## config.mk

```make
export PLATFORM = sky130hd
export DESIGN_NAME = imem_ctrl
export DESIGN_NICKNAME = d
export VERILOG_FILES = /design/src/rtl/cpu_pkg.sv /design/src/rtl/imem_ram.sv /design/src/rtl/imem_ctrl.sv
export SDC_FILE = /design/constraint.sdc
export NUM_CORES = 2
export LEC_CHECK = 0
export CORE_ASPECT_RATIO = 0.75
export CORE_MARGIN = 4
export CORE_UTILIZATION = 35
export DETAILED_ROUTE_END_ITERATION = 6
export SLEW_MARGIN = 10
export SYNTH_ARGS = -nofsm -noshare
export SYNTH_HDL_FRONTEND = slang
export SYNTH_SLANG_ARGS = --single-unit
```

## constraint.sdc

```tcl
create_clock -name clk -period 13.5 [get_ports clk]
set_clock_uncertainty 0.1 [all_clocks]
set_input_delay 3.375 -clock clk [delete_from_list [all_inputs] [get_ports clk]]
set_output_delay 3.375 -clock clk [all_outputs]
set_load 0.05 [all_outputs]
```

## src/rtl/cpu_pkg.sv

```systemverilog
// Shared CPU definitions: opcode constants, fixed instruction words and the
// instruction-memory controller state encoding (also used by the core decoder).
package cpu_pkg;

    localparam logic [4:0]  OP_NOP    = 5'b00001;
    localparam logic [4:0]  OP_HALT   = 5'b11011;

    localparam logic [15:0] NOP_WORD  = 16'h0800;
    localparam logic [15:0] HALT_WORD = 16'hD800;

    typedef enum logic [1:0] {
        ST_IDLE = 2'd0,
        ST_LOAD = 2'd1,
        ST_RUN  = 2'd2,
        ST_HALT = 2'd3
    } imem_state_t;

endpackage

```

## src/rtl/imem_ram.sv

```systemverilog
// Instruction storage: 2^AW x DW, synchronous write, asynchronous read.
// Deliberately has no reset so contents survive controller resets.
module imem_ram #(
    parameter int AW = 8,
    parameter int DW = 16
) (
    input  logic          clk,
    input  logic          we,
    input  logic [AW-1:0] waddr,
    input  logic [DW-1:0] wdata,
    input  logic [AW-1:0] raddr,
    output logic [DW-1:0] rdata
);

    logic [DW-1:0] mem [2**AW];

    always_ff @(posedge clk) begin
        if (we) begin
            mem[waddr] <= wdata;
        end
    end

    assign rdata = mem[raddr];

endmodule

```

## src/rtl/imem_ctrl.sv

```systemverilog
// Instruction-memory controller: loads a program word stream, then serves
// mem[pc] to the core until a HALT opcode. Optional executed-cycle counter
// enabled by macro INSTR_CNT_EN.
module imem_ctrl
    import cpu_pkg::*;
#(
    parameter int AW = 8,
    parameter int DW = 16
) (
    input  logic          clk,
    input  logic          reset,
    input  logic [AW-1:0] pc,
    output logic [DW-1:0] instr,
    input  logic          ld_start,
    input  logic          ld_valid,
    input  logic [DW-1:0] ld_data,
    input  logic          ld_last,
    output logic          ld_ready,
    output logic [AW:0]   ld_count,
    output logic          run,
`ifdef INSTR_CNT_EN
    output logic [15:0]   icount,
`endif
    output logic          halted
);

    localparam logic [AW:0] DEPTH = (AW+1)'(2**AW);

    imem_state_t   state, state_next;
    logic          accept;
    logic          last_word;
    logic          load_begin;
    logic          in_range;
    logic [DW-1:0] rdata;
    logic [DW-1:0] word;

    imem_ram #(.AW(AW), .DW(DW)) u_ram (
        .clk   (clk),
        .we    (accept),
        .waddr (ld_count[AW-1:0]),
        .wdata (ld_data),
        .raddr (pc),
        .rdata (rdata)
    );

    assign ld_ready   = (state == ST_LOAD) && (ld_count < DEPTH);
    assign accept     = ld_valid && ld_ready;
    assign last_word  = ld_last || (ld_count == DEPTH - 1'b1);
    assign load_begin = ((state == ST_IDLE) || (state == ST_HALT)) && ld_start;
    assign in_range   = {1'b0, pc} < ld_count;
    assign run        = (state == ST_RUN);
    assign halted     = (state == ST_HALT);

    always_ff @(posedge clk or negedge reset) begin
        if (!reset) begin
            state <= ST_IDLE;
        end else begin
            state <= state_next;
        end
    end

    always_comb begin
        state_next = state;
        word       = DW'(NOP_WORD);
        case (state)
            ST_IDLE: begin
                if (ld_start) state_next = ST_LOAD;
            end
            ST_LOAD: begin
                if (accept && last_word) state_next = ST_RUN;
            end
            ST_RUN: begin
                // Fetches past the loaded image read as HALT so a runaway pc stops the core
                word = in_range ? rdata : DW'(HALT_WORD);
                if (word[DW-1 -: 5] == OP_HALT) state_next = ST_HALT;
            end
            ST_HALT: begin
                if (ld_start) state_next = ST_LOAD;
            end
            default: state_next = ST_IDLE;
        endcase
    end

    assign instr = word;

    always_ff @(posedge clk or negedge reset) begin
        if (!reset) begin
            ld_count <= '0;
        end else if (load_begin) begin
            ld_count <= '0;
        end else if (accept) begin
            ld_count <= ld_count + 1'b1;
        end
    end

`ifdef INSTR_CNT_EN
    always_ff @(posedge clk or negedge reset) begin
        if (!reset) begin
            icount <= '0;
        end else if (load_begin) begin
            icount <= '0;
        end else if ((state == ST_RUN) && (icount != 16'hFFFF)) begin
            icount <= icount + 16'd1;
        end
    end
`endif

endmodule

```

==> impl_summary.md <==
STA
Setup violations remaining at the end of the flow were counted as 0. The final critical delay including setup and external delays is 11.98 ns. The final-report max-slew violation count is 0.

At the pin with the least slew margin, the transition time is 1.305 ns. Setup repair after global routing left no endpoint under its margin. The setup TNS after final layout is 0 ns.

The worst hold slack after final layout is 0.5043 ns. The final hold violation count is 0. Headroom to the max-slew limit came out at 12.65%.

The ratio of final minimum period to clock period is 88.72%. Static timing analysis puts the maximum clock frequency at 83.50 MHz.

Min path
The worst hold path was traced through 2 stages. The type of the tightest min-delay check is reg -> reg. The launch point of the worst hold path is state[0]$_DFFE_PN0P_. The endpoint of the worst hold path is state[0]$_DFFE_PN0P_.

Yosys
By area the synthesized netlist is led by sky130_fd_sc_hd__edfxtp_1, sky130_fd_sc_hd__mux4_2, sky130_fd_sc_hd__nor2_1. sky130_fd_sc_hd__edfxtp_1 is the most common cell in the netlist. The sequential fraction of the synthesis area is 78.05%.

The commonest cells after synthesis are sky130_fd_sc_hd__edfxtp_1, sky130_fd_sc_hd__mux4_2, sky130_fd_sc_hd__nor2_1. The net count after synthesis is 6649. The count of unique library cells instantiated by Yosys is 61.

In this run, synthesis inferred 4096 flip-flops with an integrated enable. In this run the biggest area consumer among cell types represents 77.88% of the synthesized area. Synthesis handed over a netlist of 6605 instances. Synthesis inferred 4107 register bits. The commonest register cell after synthesis is sky130_fd_sc_hd__edfxtp_1.

The average instance area after synthesis is 23.91 µm². The async set-reset flop share out of synthesis is 0.2678%. During synthesis, Yosys emitted a total of 0 warnings. The total standard cell area after synthesis is 0.1579 mm².

The largest total area in the synthesized netlist belongs to sky130_fd_sc_hd__edfxtp_1.

Routing
The total iterations of the first detailed-routing run is 5. The per-cell routed wire length is 32.21 µm. In the routed design, unresolved DRC markers number 0. The detailed router placed 75530 vias in this run. The total wirelength of the detailed-routed design is 431600 µm.

The number of violations reported at the end of detailed-routing iteration 0 is 10580. The number of routed nets with antenna violations is 0. The number of vias per cell is 5.636.

Run status
The flow ran to the end, and the final reports show no timing, DRC or antenna violations.

Setup path
The kind of cell with the highest combined delay on the critical path is buffers and inverters. The element type at the critical path end is a primary output. The endpoint identified for the worst register-to-register timing path is u_ram.mem[120][1]$_DFFE_PP_.

The worst setup path is launched from a primary input. The maximum fanout encountered on the critical timing path is 98. The critical register-to-register path startpoint is state[1]$_DFFE_PN0P_.

The slowest stage cell on the critical path is sky130_fd_sc_hd__nand2_1. For the worst flop-to-flop path, the logic depth is 8. The category of the most critical setup path is in -> out.

The setup check on the worst reg-to-reg path leaves a slack of 8.27 ns. The critical path buffer and inverter count is 3. STA puts the critical path data arrival time at 8.50 ns. The longest individual stage delay on the worst path is 0.85 ns.

The required time at the endpoint of the critical path is 10.02 ns. Walking the worst path, the cells encountered are buf_16 -> buf_4 -> nand2_1 -> o221ai_1 -> o211ai_1 -> o21ai_0 -> nand2_1 -> o22a_1 -> and2_1 -> clkdlybuf4s50_1. In this design, the critical path's most frequently occurring cell is sky130_fd_sc_hd__nand2_1.

Global routing
The first global-routing pass estimated 599400 µm of wire. The overflow left after global routing is 0. The global routing usage summed across all routing layers is 18.27%. The largest net degree at the start of global routing is 146. The number of global-route vias before repair is 73970.

The initial antenna violation count is 35.

Power
IR analysis of the VDD net gives a maximum drop of 101.0 µV. For this design the static power due to leakage is 0.05496 µW. Power spread over the standard cell area amounts to 146.1 mW/mm².

Clock network
The hold-fix buffer count after cts is 0. The number of buffers added for setup after CTS is 0. The maximum buffer depth of the clock tree is 4. The count of instances resized after the clock tree is built is 0. The number of buffers added by the clock tree synthesis step is 381.

The count of clock tree sinks is 4107. The clock input transition at the sequential cells of the worst setup and hold paths is 0.06 ns. Clock latency on the worst-skew pair, taken at its later pin, is 0.94 ns. The library cell used as clock root buffer is sky130_fd_sc_hd__clkbuf_16.

TritonCTS built the clock tree. In this run the number of H-tree levels came out at 5.

Final layout
Of the cells placed in the final design, the portion with a size suffix greater than 1 is 32.07%. For this run, the post-layout net count is 7105. From synthesis to final layout, the design area changed by 14.29%.

The register area is 0.1233 mm². In the final layout, the multi-input gates occupy 0.03335 mm². The number of filler cells placed in the layout is 38690.

Job
The number of maximum-capacitance violations is 0.

Place
The final HPWL from detailed placement is 258000 µm. The number of port buffers is 56. The placer congestion estimate is 0.8864.

Die
The vertical extent of the die is 589.7 µm. The die extent in x is 783.7 µm. The placement row count is 213. The number of top-level pins is 57.

The floorplan step defined a die boundary enclosing 0.4622 mm². The effective utilization at floorplan is 35.17%. The total core area is 0.4491 mm².
==> through the flow <==
stage / area, µm² / cells / total power (µW) / utilization [%] / setup slack [ns]
floorplan: 157900 / 6605 / 15110 / - / 3.574
global placement: 168100 / 12700 / 15840 / 37.43 / 1.617
detailed placement: 168100 / 12700 / 15860 / 37.43 / 1.645
CTS: 180400 / 13390 / 26550 / 40.18 / 1.646
global route: 180500 / 13400 / 27160 / 40.19 / 1.396
finish: 180500 / 13400 / 26370 / 40.19 / 1.523
==> cells by family (layout without fill, tap and decap cells) <==
family                   count (synthesis)  in the layout  share of synthesized area [%]
flip-flops                            4107           4107                          78.05
multiplexers                          1350           1350                          18.29
AND/OR/NAND/NOR                        532            532                          1.458
buffers and inverters                  383           1149                          1.133
AO/OA/AOI/OAI                          211            211                         0.9119
adder cells (fa/ha/maj)                 15             15                         0.1188
XOR/XNOR                                 7              7                        0.03882
other                                    0             10                              0
==> worst min-delay path: stages, from the launching register on <==
cell and delay [ns]:
sky130_fd_sc_hd__dfrtp_1 0.40, sky130_fd_sc_hd__inv_1 0.09, sky130_fd_sc_hd__mux2i_1 0.07
==> sequential cells by signal, summed over array words and instances (netlist names) <==
signal,flops
u_ram.mem,4096
state,2
ld_count,9
==> layout make-up <==
cell class	count	area share, %
diodes	10	0.01386
clock buffers	455	5.511
clock inverters	238	1.333
inverters	19	0.04506
multi-input cells	2115	18.47
flip-flops and latches	4107	68.30
well taps	6020	4.173
repair buffers	437	2.154
==> layout by cell type, fill, tap and decap left out, types with 22 or more instances in the layout <==
cell                              count
sky130_fd_sc_hd__bufinv_16           39
sky130_fd_sc_hd__clkinv_2            69
sky130_fd_sc_hd__clkinv_1            88
sky130_fd_sc_hd__edfxtp_1          4096
sky130_fd_sc_hd__nand2_1             63
sky130_fd_sc_hd__buf_12              32
sky130_fd_sc_hd__mux2i_1            102
sky130_fd_sc_hd__nand3_1             27
sky130_fd_sc_hd__mux4_2            1226
sky130_fd_sc_hd__a21oi_1             36
sky130_fd_sc_hd__mux2_2              22
sky130_fd_sc_hd__clkbuf_16          385
sky130_fd_sc_hd__a22oi_1             27
sky130_fd_sc_hd__buf_4              352
sky130_fd_sc_hd__o21ai_0             37
sky130_fd_sc_hd__clkdlybuf4s50_1     30
sky130_fd_sc_hd__nor2_2             137
sky130_fd_sc_hd__nor2_1             183
sky130_fd_sc_hd__clkbuf_1            65
sky130_fd_sc_hd__nor2b_1             33
==> report_power, final <==
group / internal, µW / switching, µW
Combinational: 532 / 1000
Clock: 6030 / 4750
Sequential: 14000 / 12.1
==> worst max-delay path by stage <==
stage               start   endpoint  slack [ns]  cells after the start
CTS                 pc[0]  instr[14]        1.65                     10
detailed placement  pc[0]  instr[14]        1.64                     10
global route        pc[0]  instr[14]        1.40                     10
finish              pc[0]  instr[14]        1.52                     10
global placement    pc[0]  instr[14]        1.62                     10
floorplan           pc[2]   instr[0]        3.57                     11
==> layer usage <==
metal	GRT usage, %	up-vias	wire length [µm]
met5	0	-	91
met4	5.284	14	13520
met3	4.316	628	46930
met2	26.69	4259	190600
met1	27.37	41320	180500
li1	-	29310	-
No activity file was read; power rests on OpenSTA's default activity.
